File: src/rtl/biriscv_mem_pkg.sv
`default_nettype none
// ============================================================================
// biriscv_mem_pkg : shared types and range check for the memory arbiter
// Revision: 1.0
// ============================================================================
package biriscv_mem_pkg;

    typedef enum logic {
        MST_INSTR = 1'b0,
        MST_DATA  = 1'b1
    } master_e;

    typedef enum logic [2:0] {
        RESP_IDLE  = 3'd0,
        RESP_I     = 3'd1,
        RESP_D     = 3'd2,
        RESP_I_ERR = 3'd3,
        RESP_D_ERR = 3'd4
    } resp_state_e;

    // Byte address is in range when every bit above the word-address field is zero.
    function automatic logic addr_in_range(input logic [31:0] addr, input int unsigned aw);
        logic [31:0] hi;
        hi = addr >> (aw + 2);
        return (hi == 32'd0);
    endfunction

endpackage
`default_nettype wire

File: src/rtl/biriscv_rr_arb2.sv
`default_nettype none
// ============================================================================
// biriscv_rr_arb2 : two-requester arbiter, round-robin or fixed priority
// Revision: 1.0
// ============================================================================
module biriscv_rr_arb2
    import biriscv_mem_pkg::*;
#(
    parameter int ARB_MODE = 0
) (
    input  logic       clk_i,
    input  logic       rst_ni,
    input  logic [1:0] i_req,
    output logic [1:0] o_gnt
);

    master_e r_last;

    // Bit 0 is the instruction port, bit 1 the data port.
    always_comb begin
        o_gnt = 2'b00;
        case (i_req)
            2'b01:   o_gnt = 2'b01;
            2'b10:   o_gnt = 2'b10;
            2'b11:   o_gnt = ((ARB_MODE == 1) || (r_last == MST_INSTR)) ? 2'b10 : 2'b01;
            default: o_gnt = 2'b00;
        endcase
    end

    always_ff @(posedge clk_i or negedge rst_ni) begin
        if (!rst_ni) begin
            r_last <= MST_INSTR;
        end else if (o_gnt[1]) begin
            r_last <= MST_DATA;
        end else if (o_gnt[0]) begin
            r_last <= MST_INSTR;
        end
    end

endmodule
`default_nettype wire

File: src/rtl/biriscv_mem_arbiter.sv
`default_nettype none
// ============================================================================
// biriscv_mem_arbiter : instruction/data arbiter in front of single-port RAM
// Revision: 1.0
// ============================================================================
module biriscv_mem_arbiter
    import biriscv_mem_pkg::*;
#(
    parameter int ADDR_WIDTH = 20,
    parameter int DATA_WIDTH = 32,
    parameter int ARB_MODE   = 0
) (
    input  logic                    clk_i,
    input  logic                    rst_ni,
    input  logic                    instr_req_i,
    input  logic [31:0]             instr_addr_i,
    output logic                    instr_gnt_o,
    output logic                    instr_rvalid_o,
    output logic [DATA_WIDTH-1:0]   instr_rdata_o,
    output logic                    instr_err_o,
    input  logic                    data_req_i,
    input  logic                    data_we_i,
    input  logic [DATA_WIDTH/8-1:0] data_be_i,
    input  logic [31:0]             data_addr_i,
    input  logic [DATA_WIDTH-1:0]   data_wdata_i,
    output logic                    data_gnt_o,
    output logic                    data_rvalid_o,
    output logic [DATA_WIDTH-1:0]   data_rdata_o,
    output logic                    data_err_o,
    output logic                    ram_req_o,
    output logic                    ram_we_o,
    output logic [ADDR_WIDTH-1:0]   ram_addr_o,
    output logic [DATA_WIDTH-1:0]   ram_wdata_o,
    output logic [DATA_WIDTH/8-1:0] ram_wstrb_o,
    input  logic [DATA_WIDTH-1:0]   ram_rdata_i
);

    logic [1:0]  w_arb_gnt;
    logic [1:0]  w_gnt;
    logic        w_instr_ok;
    logic        w_data_ok;
    logic        w_unused_lsbs;
    resp_state_e r_state;
    logic        r_resp_we;

    biriscv_rr_arb2 #(
        .ARB_MODE (ARB_MODE)
    ) u_arb (
        .clk_i  (clk_i),
        .rst_ni (rst_ni),
        .i_req  ({data_req_i, instr_req_i}),
        .o_gnt  (w_arb_gnt)
    );

    // Grants are combinational, so they are masked to keep every output low during reset.
    assign w_gnt         = w_arb_gnt & {2{rst_ni}};
    assign w_instr_ok    = addr_in_range(instr_addr_i, ADDR_WIDTH);
    assign w_data_ok     = addr_in_range(data_addr_i, ADDR_WIDTH);
    assign w_unused_lsbs = ^{instr_addr_i[1:0], data_addr_i[1:0]};

    assign instr_gnt_o = w_gnt[0];
    assign data_gnt_o  = w_gnt[1];

    assign ram_req_o   = (w_gnt[0] & w_instr_ok) | (w_gnt[1] & w_data_ok);
    assign ram_we_o    = w_gnt[1] & w_data_ok & data_we_i;
    assign ram_wstrb_o = (w_gnt[1] & w_data_ok & data_we_i) ? data_be_i : '0;
    assign ram_wdata_o = w_gnt[1] ? data_wdata_i : '0;
    assign ram_addr_o  = w_gnt[1] ? data_addr_i[ADDR_WIDTH+1:2] :
                         w_gnt[0] ? instr_addr_i[ADDR_WIDTH+1:2] : '0;

    // Each response state lives exactly one cycle; the next one is chosen by this cycle's grant.
    always_ff @(posedge clk_i or negedge rst_ni) begin
        if (!rst_ni) begin
            r_state   <= RESP_IDLE;
            r_resp_we <= 1'b0;
        end else begin
            r_resp_we <= w_gnt[1] & data_we_i;
            if (w_gnt[1]) begin
                r_state <= w_data_ok ? RESP_D : RESP_D_ERR;
            end else if (w_gnt[0]) begin
                r_state <= w_instr_ok ? RESP_I : RESP_I_ERR;
            end else begin
                r_state <= RESP_IDLE;
            end
        end
    end

    assign instr_rvalid_o = (r_state == RESP_I) || (r_state == RESP_I_ERR);
    assign instr_err_o    = (r_state == RESP_I_ERR);
    assign instr_rdata_o  = (r_state == RESP_I) ? ram_rdata_i : '0;

    assign data_rvalid_o  = (r_state == RESP_D) || (r_state == RESP_D_ERR);
    assign data_err_o     = (r_state == RESP_D_ERR);
    assign data_rdata_o   = ((r_state == RESP_D) && !r_resp_we) ? ram_rdata_i : '0;

endmodule
`default_nettype wire

File: config.mk
export PLATFORM = sky130hd
export DESIGN_NAME = biriscv_mem_arbiter
export DESIGN_NICKNAME = d
export VERILOG_FILES = /design/src/rtl/biriscv_mem_pkg.sv /design/src/rtl/biriscv_rr_arb2.sv /design/src/rtl/biriscv_mem_arbiter.sv
export SDC_FILE = /design/constraint.sdc
export NUM_CORES = 1
export LEC_CHECK = 0
export CAP_MARGIN = 10
export CORE_AREA = 2 2 102 104
export CTS_CLUSTER_DIAMETER = 100
export DETAILED_ROUTE_END_ITERATION = 12
export DIE_AREA = 0 0 104 106
export HOLD_SLACK_MARGIN = 0.15
export PLACE_DENSITY_LB_ADDON = 0.05
export RECOVER_POWER = 100
export SLEW_MARGIN = 5
export SYNTH_ARGS = -nofsm -noshare
export SYNTH_HDL_FRONTEND = slang
export SYNTH_SLANG_ARGS = --single-unit
File: constraint.sdc
create_clock -name clk_i -period 1.2 [get_ports clk_i]
set_input_delay 0.24 -clock clk_i [delete_from_list [all_inputs] [get_ports clk_i]]
set_output_delay 0.24 -clock clk_i [all_outputs]
set_load 0.01 [all_outputs]
Word-level counts from Yosys, hierarchy flattened:

Cells that the tools add are included.

* bits in registers: 5

* eq/ne operators: 7
* multiplexer cells: 14
* bitwise gates (word level): 6
* reductions and logical operators: 7

Operators with widths (number)
* two-way mux 32 bit: 3
* logical NOT 32 bit: 2
* two-way mux 20 bit: 2
* two-way mux 3 bit: 3
* equality test 3 x 2 -> 1 bit, second input constant: 2
* one-hot mux 2 bit (3 select lines): 1
* AND 1 bit: 4
* equality test 2 bit, second input constant: 2
* two-way mux 2 bit: 2
* two-way mux 4 bit: 1
* equality test 3 x 1 -> 1 bit, second input constant: 1
* equality test 3 bit, second input constant: 1
* AND 2 bit: 1
* equality test 2 x 1 -> 1 bit, second input constant: 1
* logical OR 1 bit: 2
* two-way mux 1 bit: 2
* nonzero test 2 bit: 1
* logical AND 1 bit: 1
* logical NOT 1 bit: 1
* OR 1 bit: 1

Logic depth before layout (Yosys ltp):

Gate-level depths: netlist of the first run.

* depth after elaboration: 6
* mapped depth: 5
* depth with buffers taken out: 4

Cells and area by module:

From an unflattened synthesis of the first run, not the netlist that was laid out.

* cell total of the unflattened synthesis: 171
* area total of the unflattened synthesis: 1224.9 µm²

Modules (own cells, without submodules)
* biriscv_mem_arbiter: times used 1, cells an instance 165, area each 1172.4 µm², seq. area each 100.1 µm²
* biriscv_rr_arb2: times used 1, cells an instance 6, area each 52.6 µm², seq. area each 25.0 µm²

Worst setup path after synthesis of the first run:

No wires, ideal clock.

* path kind: register -> output
* start: register r_state[2]
* end: output port data_rdata_o[10]
* data arrival time: 1.125 ns
* required time: 0.960 ns
* setup slack: -0.165 ns
* cell stages (with the launch flop): 4
* path buffers: 1
* path through: dfrtp_1 -> nor4b_4 -> buf_6 -> and2_1

* longest elaborated chain between the ends: 3

RTL lines
* start, declared: line biriscv_mem_arbiter.sv:43 `resp_state_e r_state;`
* start signal, assigned: line biriscv_mem_arbiter.sv:79 `r_state <= w_data_ok ? RESP_D : RESP_D_ERR;`
* start signal, assigned: line biriscv_mem_arbiter.sv:81 `r_state <= w_instr_ok ? RESP_I : RESP_I_ERR;`
* equality test 3 x 2 -> 1 bit: line biriscv_mem_arbiter.sv:94 `assign data_rdata_o = ((r_state == RESP_D) && !r_resp_we) ? ram_rdata_i : '0;`
* logical AND 1 bit: line biriscv_mem_arbiter.sv:94
* two-way mux 32 bit: line biriscv_mem_arbiter.sv:94
* end, declared: line biriscv_mem_arbiter.sv:28 `output logic [DATA_WIDTH-1:0] data_rdata_o,`

No other way between the ends.

Worst setup path after layout of the first run:

* start: register r_state[0]
* end: output port instr_rdata_o[0]

* longest elaborated chain between the ends: 2

RTL lines
* equality test 3 x 1 -> 1 bit: line biriscv_mem_arbiter.sv:90 `assign instr_rdata_o = (r_state == RESP_I) ? ram_rdata_i : '0;`
* two-way mux 32 bit: line biriscv_mem_arbiter.sv:90
* end, declared: line biriscv_mem_arbiter.sv:19 `output logic [DATA_WIDTH-1:0] instr_rdata_o,`

No other way between the ends.

==> impl_metrics.xml, run 1 <==
<?xml version="1.0" encoding="UTF-8"?>
<metrics>
  <group name="run_status">
    <metric name="status" unit="">finished, violations left</metric>
    <metric name="failed_checks" unit="">setup timing</metric>
  </group>
  <group name="sta">
    <metric name="number_of_max_slew_violations_in_the_final_report" unit="">0</metric>
    <metric name="timing_worst_slew_pin_value" unit="ps">264.8</metric>
    <metric name="setup_slack_of_the_critical_path_after_layout" unit="ps">-578.3</metric>
    <metric name="sum_neg_setup_slack" unit="ps">-63080</metric>
    <metric name="fmaxAchievable" unit="MHz">562.3</metric>
    <metric name="max_slew_margin" unit="">0.8221</metric>
    <metric name="finalWorstPathRequiredPeriod" unit="ps">1778</metric>
    <metric name="setup_viol" unit="">128</metric>
    <metric name="layout_worst_path_cycle_share" unit="">1.482</metric>
    <metric name="finalHoldViolations" unit="">0</metric>
    <metric name="rsz0062_at_grt" unit="">yes</metric>
    <metric name="clock_skew" unit="ps">7.829</metric>
  </group>
  <group name="yosys">
    <metric name="synth.net_count" unit="">309</metric>
    <metric name="yosys-top-cells-area" unit="">sky130_fd_sc_hd__and2_1 (48%), sky130_fd_sc_hd__a22o_1 (14%), sky130_fd_sc_hd__dfrtp_1 (10%), sky130_fd_sc_hd__buf_6 (5.5%), sky130_fd_sc_hd__inv_1 (2.1%)</metric>
    <metric name="syn-instance-count" unit="">172</metric>
    <metric name="ys_seq_area_frac" unit="">0.1018</metric>
    <metric name="synth.distinct_cells" unit="">24</metric>
    <metric name="syn-mean-instance-area" unit="sq um">7.143</metric>
    <metric name="yosysWarningCount" unit="">0</metric>
    <metric name="ys_ff_latch" unit="">5</metric>
    <metric name="synth.cell_area" unit="sq mm">0.001229</metric>
    <metric name="synth.top_cell.area_share" unit="">0.4837</metric>
    <metric name="synth_top_area_cell" unit="">sky130_fd_sc_hd__and2_1</metric>
  </group>
  <group name="floorplan">
    <metric name="num_io_pins" unit="">265</metric>
    <metric name="initial_utilization" unit="">0.1229</metric>
    <metric name="die_height" unit="um">106</metric>
    <metric name="floorplan.die.width" unit="um">104</metric>
    <metric name="dieArea" unit="sq mm">0.01102</metric>
    <metric name="core_area" unit="sq mm">0.01000</metric>
    <metric name="total_number_of_placement_rows" unit="">37</metric>
  </group>
  <group name="clock_network">
    <metric name="clock_tree_from_tritoncts" unit="">done</metric>
    <metric name="numClockSinks" unit="">5</metric>
    <metric name="root_buffer" unit="">sky130_fd_sc_hd__clkbuf_8</metric>
    <metric name="cts_inserted_buffers" unit="">3</metric>
    <metric name="clkTransAtPathRegs" unit="ps">40</metric>
    <metric name="ctsHtreeMaxLevel" unit="">1</metric>
    <metric name="clk_latency" unit="ps">230</metric>
    <metric name="clock_tree.buffer_depth" unit="">2</metric>
  </group>
  <group name="hold_path">
    <metric name="min-delay-path-class" unit="">input port to flop</metric>
    <metric name="worstHoldStart" unit="">rst_ni</metric>
    <metric name="hold_depth" unit="">4</metric>
    <metric name="timing.hold.worst_endpoint" unit="">r_state[0]</metric>
  </group>
  <group name="global_routing">
    <metric name="grtUsageTotal" unit="">0.1482</metric>
    <metric name="globalRoute.totalOverflow" unit="">0</metric>
    <metric name="met2_usage" unit="">0.2881</metric>
    <metric name="grt.busiest_layer" unit="">met2</metric>
    <metric name="grt_first_pass_wirelength" unit="mm">13.10</metric>
    <metric name="via_count_of_the_first_global_routing_pass" unit="">2356</metric>
    <metric name="grt_antenna_before_repair" unit="">0</metric>
    <metric name="grt_use_met1" unit="">0.1567</metric>
    <metric name="grt_max_degree" unit="">16</metric>
    <metric name="grtUsageMet3" unit="">0.04537</metric>
  </group>
  <group name="critical_path">
    <metric name="required" unit="ps">960</metric>
    <metric name="worst-setup-path-type" unit="">flop to primary output</metric>
    <metric name="worst_setup_path_start_kind" unit="">flop</metric>
    <metric name="source_of_the_worst_register_to_register_timing_path" unit="">u_arb.r_last</metric>
    <metric name="regToRegSetupSlack" unit="ps">30</metric>
    <metric name="crit_start" unit="">r_state[0]</metric>
    <metric name="worstRegToRegCells" unit="">6</metric>
    <metric name="worstReg2RegEnd" unit="">r_state[1]</metric>
    <metric name="endpoint_kind" unit="">primary output</metric>
    <metric name="worst-endpoint-arrival" unit="ps">1540</metric>
    <metric name="timing.critical_path.fanout_max" unit="">15</metric>
  </group>
  <group name="drt">
    <metric name="drc_errors" unit="">0</metric>
    <metric name="wl_per_cell" unit="um">14.22</metric>
    <metric name="totalWireLength" unit="mm">8.760</metric>
    <metric name="avgViaCountPerCell" unit="">3.838</metric>
    <metric name="route.vias.total" unit="">2364</metric>
    <metric name="firstDrtPassIters" unit="">4</metric>
    <metric name="drt.antenna.violating_nets" unit="">0</metric>
    <metric name="detailedRoute.firstIterationViolations" unit="">43</metric>
  </group>
  <group name="layout">
    <metric name="final_nets" unit="">618</metric>
    <metric name="num-fill-cells" unit="">1039</metric>
    <metric name="final_cell_count_no_fill" unit="">616</metric>
    <metric name="final_layout_size_suffix_gt1_frac" unit="">0.5854</metric>
    <metric name="syn_to_final_growth" unit="%">290.2</metric>
    <metric name="antennaDiodeCount" unit="">0</metric>
  </group>
  <group name="run">
    <metric name="cap_violations" unit="">0</metric>
  </group>
  <group name="place">
    <metric name="pre_cts_slack" unit="ps">-1047</metric>
    <metric name="place.detailed.instances" unit="">576</metric>
    <metric name="place.detailed.hpwl" unit="mm">6.745</metric>
    <metric name="port_buffers" unit="">260</metric>
    <metric name="gp_congestion" unit="">0.7645</metric>
  </group>
  <group name="power_and_ir_drop">
    <metric name="ir_drop" unit="mV">0.3621</metric>
    <metric name="p_leak" unit="nW">2.345</metric>
    <metric name="p_per_area" unit="mW/mm^2">430.0</metric>
  </group>
</metrics>
==> routing by layer <==
metal,routed length [um],part of all wire
met5,0,0
met1,3066,0.35
met3,732,0.084
met2,4781,0.55
met4,180,0.021
==> cell usage in the layout, fill, tap and decap left out, types with 3 or more instances in the layout <==
master	n
sky130_fd_sc_hd__nor2_1	3
sky130_fd_sc_hd__and2_1	32
sky130_fd_sc_hd__a22o_1	20
sky130_fd_sc_hd__clkbuf_1	3
sky130_fd_sc_hd__inv_1	7
sky130_fd_sc_hd__clkdlybuf4s15_1	4
sky130_fd_sc_hd__buf_2	59
sky130_fd_sc_hd__buf_6	98
sky130_fd_sc_hd__clkdlybuf4s50_1	109
sky130_fd_sc_hd__and2_4	63
sky130_fd_sc_hd__buf_12	10
sky130_fd_sc_hd__buf_4	14
sky130_fd_sc_hd__dlygate4sd2_1	8
sky130_fd_sc_hd__and2_2	3
sky130_fd_sc_hd__clkbuf_8	3
sky130_fd_sc_hd__dfrtp_1	4
sky130_fd_sc_hd__buf_16	4
==> synthesized netlist by cell type, drive strengths merged <==
master / number
xnor2: 1
nor3: 4
nor3b: 1
inv: 9
dfrtp: 5
nand3: 4
clkbuf: 2
nor4: 4
nand2: 1
nand4: 1
o22ai: 1
nor2: 4
buf: 11
nand2b: 1
and2b: 1
and2: 98
a22o: 20
o2bb2ai: 1
o21ai: 1
nor2b: 1
nor4b: 1
==> kinds of logic (layout without fill, tap and decap cells) <==
family          Yosys count  count (layout)  synth area share
compound gates           23              23            0.1589
flops                     5               5            0.1018
simple gates            121             121            0.6212
xor+xnor                  1               1          0.007130
buf+inv                  22             330            0.1110
==> how the worst max path moves through the flow <==
stage	to	cells past startpoint
2_1_floorplan	data_rdata_o[10]	3
5_1_grt	data_rdata_o[10]	6
6_report	instr_rdata_o[0]	6
3_5_place_dp	ram_req_o	5
3_3_place_gp	ram_req_o	5
4_1_cts	data_rdata_o[0]	7
==> sequential cells by signal (all words and copies together), names as in the netlist <==
name / flops
r_state: 3
u_arb.r_last: 1
r_resp_we: 1
==> worst max-delay path, cell delays in order (launching register included) <==
cell                      delay [ps]
sky130_fd_sc_hd__dfrtp_1         400
sky130_fd_sc_hd__buf_4           150
sky130_fd_sc_hd__nor2b_4         120
sky130_fd_sc_hd__and2b_4         180
sky130_fd_sc_hd__buf_12          140
sky130_fd_sc_hd__and2_2          180
sky130_fd_sc_hd__buf_2           130
==> power by group <==
part	internal, mW	total (mW)	switching [mW]
registers	0.183	0.194	0.0114
clock network	0.229	0.327	0.0978
logic	1.03	1.54	0.513
==> what timing repair did <==
| action | CTS | global route |
|---|---|---|
| setup endpoints to repair | 130 | 129 |
| pin swaps | 31 | 15 |
| gates resized for setup | 687 | 32 |
| hold buffers | 2 | 0 |
| buffers inserted | 26 | 14 |
| cloned | 8 | 1 |
| endpoints found under the hold margin | 5 | 0 |
==> through the flow <==
step	area [sq um]	util	hold slack, ps	power (mW)
after floorplan	1503	-	-55.59	0.6564
final	4795	0.4795	471.3	2.062
after detailed placement	4357	0.4357	569.3	1.563
after CTS	4730	0.4730	493.7	2.080
after global placement	4357	0.4357	555.0	1.560
after global routing	4795	0.4795	506.5	2.186
==> final cells by class <==
cell class | instances | area, sq um | area share
clock buffers | 4 | 45.04 | 0.009395
well taps | 136 | 170.2 | 0.03549
multi-input cells | 145 | 1271 | 0.2651
flip-flops and latches | 5 | 126.4 | 0.02636
repair buffers | 317 | 3133 | 0.6534
inverters | 9 | 48.80 | 0.01018
Power figures use the tool's default switching activity.
==> run 2, diff against run 1 <==
Settings changed: CELL_PAD_IN_SITES_DETAIL_PLACEMENT from default to 0, CELL_PAD_IN_SITES_GLOBAL_PLACEMENT from default to 1, CORE_AREA 2 2 102 104 to default, CORE_ASPECT_RATIO from default to 0.8, CORE_UTILIZATION from default to 10, DIE_AREA 0 0 104 106 to default.
==> impl_metrics.xml, run 2 (synthesis results as in run 1) <==
<?xml version="1.0" encoding="UTF-8"?>
<metrics>
  <group name="run_status">
    <metric name="status" unit="">finished, violations left</metric>
    <metric name="failed_checks" unit="">setup timing</metric>
  </group>
  <group name="sta">
    <metric name="fmaxAchievable" unit="MHz">533.4</metric>
    <metric name="rsz0062_at_grt" unit="">yes</metric>
    <metric name="max_slew_margin" unit="">0.8263</metric>
    <metric name="setup_viol" unit="">130</metric>
    <metric name="finalHoldViolations" unit="">0</metric>
    <metric name="sum_neg_setup_slack" unit="ps">-68140</metric>
    <metric name="clock_skew" unit="ps">1.537</metric>
    <metric name="number_of_max_slew_violations_in_the_final_report" unit="">0</metric>
    <metric name="layout_worst_path_cycle_share" unit="">1.562</metric>
    <metric name="finalWorstPathRequiredPeriod" unit="ps">1875</metric>
    <metric name="setup_slack_of_the_critical_path_after_layout" unit="ps">-674.7</metric>
    <metric name="timing_worst_slew_pin_value" unit="ps">258.2</metric>
  </group>
  <group name="critical_path">
    <metric name="worst-setup-path-type" unit="">flop to primary output</metric>
    <metric name="regToRegSetupSlack" unit="ps">-190</metric>
    <metric name="critical-path-max-stage-delay" unit="ps">400</metric>
    <metric name="worst_path_buf_inv" unit="">5</metric>
    <metric name="worst-endpoint-arrival" unit="ps">1630</metric>
    <metric name="timing.critical_path.fanout_max" unit="">5</metric>
    <metric name="endpoint_kind" unit="">primary output</metric>
    <metric name="cp_common_cell" unit="">sky130_fd_sc_hd__buf_6</metric>
    <metric name="critical_path.slowest_cell" unit="">sky130_fd_sc_hd__dfrtp_1</metric>
    <metric name="worst_setup_path_start_kind" unit="">flop</metric>
    <metric name="crit_start" unit="">u_arb.r_last</metric>
    <metric name="source_of_the_worst_register_to_register_timing_path" unit="">u_arb.r_last</metric>
    <metric name="required" unit="ps">960</metric>
    <metric name="critPathTopFamily" unit="">buffers and inverters</metric>
    <metric name="crit_path_cell_trace" unit="">buf_6 -&gt; nand2b_4 -&gt; nand3_2 -&gt; inv_8 -&gt; buf_12 -&gt; buf_16 -&gt; a22o_1 -&gt; buf_6</metric>
  </group>
  <group name="drt">
    <metric name="totalWireLength" unit="mm">9.353</metric>
    <metric name="drt.antenna.violating_nets" unit="">0</metric>
    <metric name="wl_per_cell" unit="um">14.37</metric>
    <metric name="avgViaCountPerCell" unit="">3.883</metric>
    <metric name="firstDrtPassIters" unit="">4</metric>
    <metric name="route.vias.total" unit="">2528</metric>
    <metric name="drc_errors" unit="">0</metric>
    <metric name="detailedRoute.firstIterationViolations" unit="">29</metric>
  </group>
  <group name="clock_network">
    <metric name="clock_tree_from_tritoncts" unit="">done</metric>
    <metric name="clock_tree.buffer_depth" unit="">2</metric>
    <metric name="clkTransAtPathRegs" unit="ps">30</metric>
    <metric name="clk_latency" unit="ps">230</metric>
    <metric name="ctsHtreeMaxLevel" unit="">1</metric>
    <metric name="root_buffer" unit="">sky130_fd_sc_hd__clkbuf_16</metric>
    <metric name="cts_hold_repair.buffers" unit="">0</metric>
    <metric name="cts_inserted_buffers" unit="">3</metric>
    <metric name="numClockSinks" unit="">5</metric>
  </group>
  <group name="layout">
    <metric name="final_core_utilization" unit="">0.4618</metric>
    <metric name="layout.cells.most_common" unit="">sky130_fd_sc_hd__buf_6</metric>
    <metric name="syn_to_final_growth" unit="%">341.1</metric>
    <metric name="final_nets" unit="">641</metric>
    <metric name="largestRegisters" unit="">r_state (3), r_resp_we (1), u_arb.r_last (1)</metric>
    <metric name="regMostFlops" unit="">r_state</metric>
    <metric name="most-common-layout-cells" unit="">sky130_fd_sc_hd__buf_6 (150), sky130_fd_sc_hd__clkdlybuf4s50_1 (111), sky130_fd_sc_hd__and2_4 (93), sky130_fd_sc_hd__buf_2 (30), sky130_fd_sc_hd__a22o_1 (20)</metric>
    <metric name="antennaDiodeCount" unit="">0</metric>
    <metric name="stdcell_area" unit="sq mm">0.005420</metric>
    <metric name="final_layout_size_suffix_gt1_frac" unit="">0.6600</metric>
    <metric name="largest_register_ff_count" unit="">3</metric>
  </group>
  <group name="global_routing">
    <metric name="grt_first_pass_wirelength" unit="mm">13.24</metric>
    <metric name="via_count_of_the_first_global_routing_pass" unit="">2405</metric>
    <metric name="globalRoute.totalOverflow" unit="">0</metric>
    <metric name="grt_max_degree" unit="">23</metric>
    <metric name="grtUsageTotal" unit="">0.1308</metric>
    <metric name="grt_antenna_before_repair" unit="">0</metric>
  </group>
  <group name="floorplan">
    <metric name="floorplan.die.width" unit="um">125.9</metric>
    <metric name="die_height" unit="um">101.1</metric>
    <metric name="core_area" unit="sq mm">0.01174</metric>
    <metric name="num_io_pins" unit="">265</metric>
    <metric name="total_number_of_placement_rows" unit="">35</metric>
    <metric name="initial_utilization" unit="">0.1047</metric>
    <metric name="dieArea" unit="sq mm">0.01274</metric>
  </group>
  <group name="power_and_ir_drop">
    <metric name="power.share.combinational" unit="">0.704</metric>
    <metric name="net-switching-power" unit="mW">0.6987</metric>
    <metric name="cellInternalPower" unit="mW">1.840</metric>
    <metric name="fin_total_pwr" unit="mW">2.538</metric>
    <metric name="power.clock.fraction" unit="">0.218</metric>
    <metric name="power.switching_fraction" unit="">0.2753</metric>
    <metric name="sequentialPowerShare" unit="">0.078</metric>
    <metric name="p_leak" unit="nW">2.577</metric>
    <metric name="p_per_area" unit="mW/mm^2">468.3</metric>
    <metric name="ir_drop" unit="mV">0.3949</metric>
  </group>
  <group name="place">
    <metric name="placed_cell_area" unit="sq mm">0.004352</metric>
    <metric name="port_buffers" unit="">260</metric>
    <metric name="place.detailed.hpwl" unit="mm">6.611</metric>
    <metric name="gp_congestion" unit="">0.6812</metric>
    <metric name="pre_cts_slack" unit="ps">-1008</metric>
  </group>
  <group name="hold_path">
    <metric name="min-delay-path-class" unit="">input port to asynchronous set/reset pin</metric>
  </group>
  <group name="run">
    <metric name="cap_violations" unit="">0</metric>
  </group>
</metrics>
[run 2: changes by cell type in the layout (fill, tap and decap cells not counted), moves of 4 or more]
cell	before	now
sky130_fd_sc_hd__buf_2	59	30
sky130_fd_sc_hd__and2_4	63	93
sky130_fd_sc_hd__and2_1	32	5
sky130_fd_sc_hd__clkbuf_16	1	5
sky130_fd_sc_hd__dlygate4sd2_1	8	13
sky130_fd_sc_hd__buf_6	98	150
[run 2: path summary, 6_finish.rpt]
kind | endpoint | depth (start not counted)
setup / recovery | ram_addr_o[10] | 8
max in group asynchronous | r_state[2] | 2
setup reg to reg | r_state[1] | 8
hold / removal | r_state[1] | 2
min in group clk_i | u_arb.r_last | 3
hold reg to reg | u_arb.r_last | 2
[run 2: final cells by class]
type                    count  area [sq um]
inverters                   9         48.80
flip-flops and latches      5         126.4
multi-input cells         145          1358
fillers                  1113          6316
well taps                 148         185.2
clock buffers               4         78.83
repair buffers            340          3623
[run 2: stage by stage]
step | instances | hold slack, ps
2_1_floorplan | 172 | -55.59
3_3_place_gp | 587 | 566.9
3_5_place_dp | 587 | 565.5
4_1_cts | 646 | 212.1
5_1_grt | 651 | 278.3
6_report | 651 | 232.6
[run 2: timing repair]
item | in CTS | in global routing
endpoints found under the setup margin | 130 | 130
pin swaps | 30 | 46
setup buffers | 51 | 13
gates cloned | 11 | 3
gates resized for setup | 696 | 98
hold endpoints to repair | 0 | 0
[run 2: per-layer routing]
| metal | part of all wire | track usage |
|---|---|---|
| met5 | 0 | 0 |
| met4 | 0.0099 | 0.02317 |
| met3 | 0.070 | 0.02694 |
| met2 | 0.54 | 0.2473 |
| met1 | 0.38 | 0.1543 |
[run 2: power by group through the flow]
stage	Clock (mW)	Sequential, mW	Combinational, mW
after floorplan	0	0.196	0.460
after global placement	0	0.196	1.36
after detailed placement	0	0.197	1.36
after CTS	0.561	0.195	1.67
after global routing	0.576	0.200	1.90
final	0.552	0.198	1.79
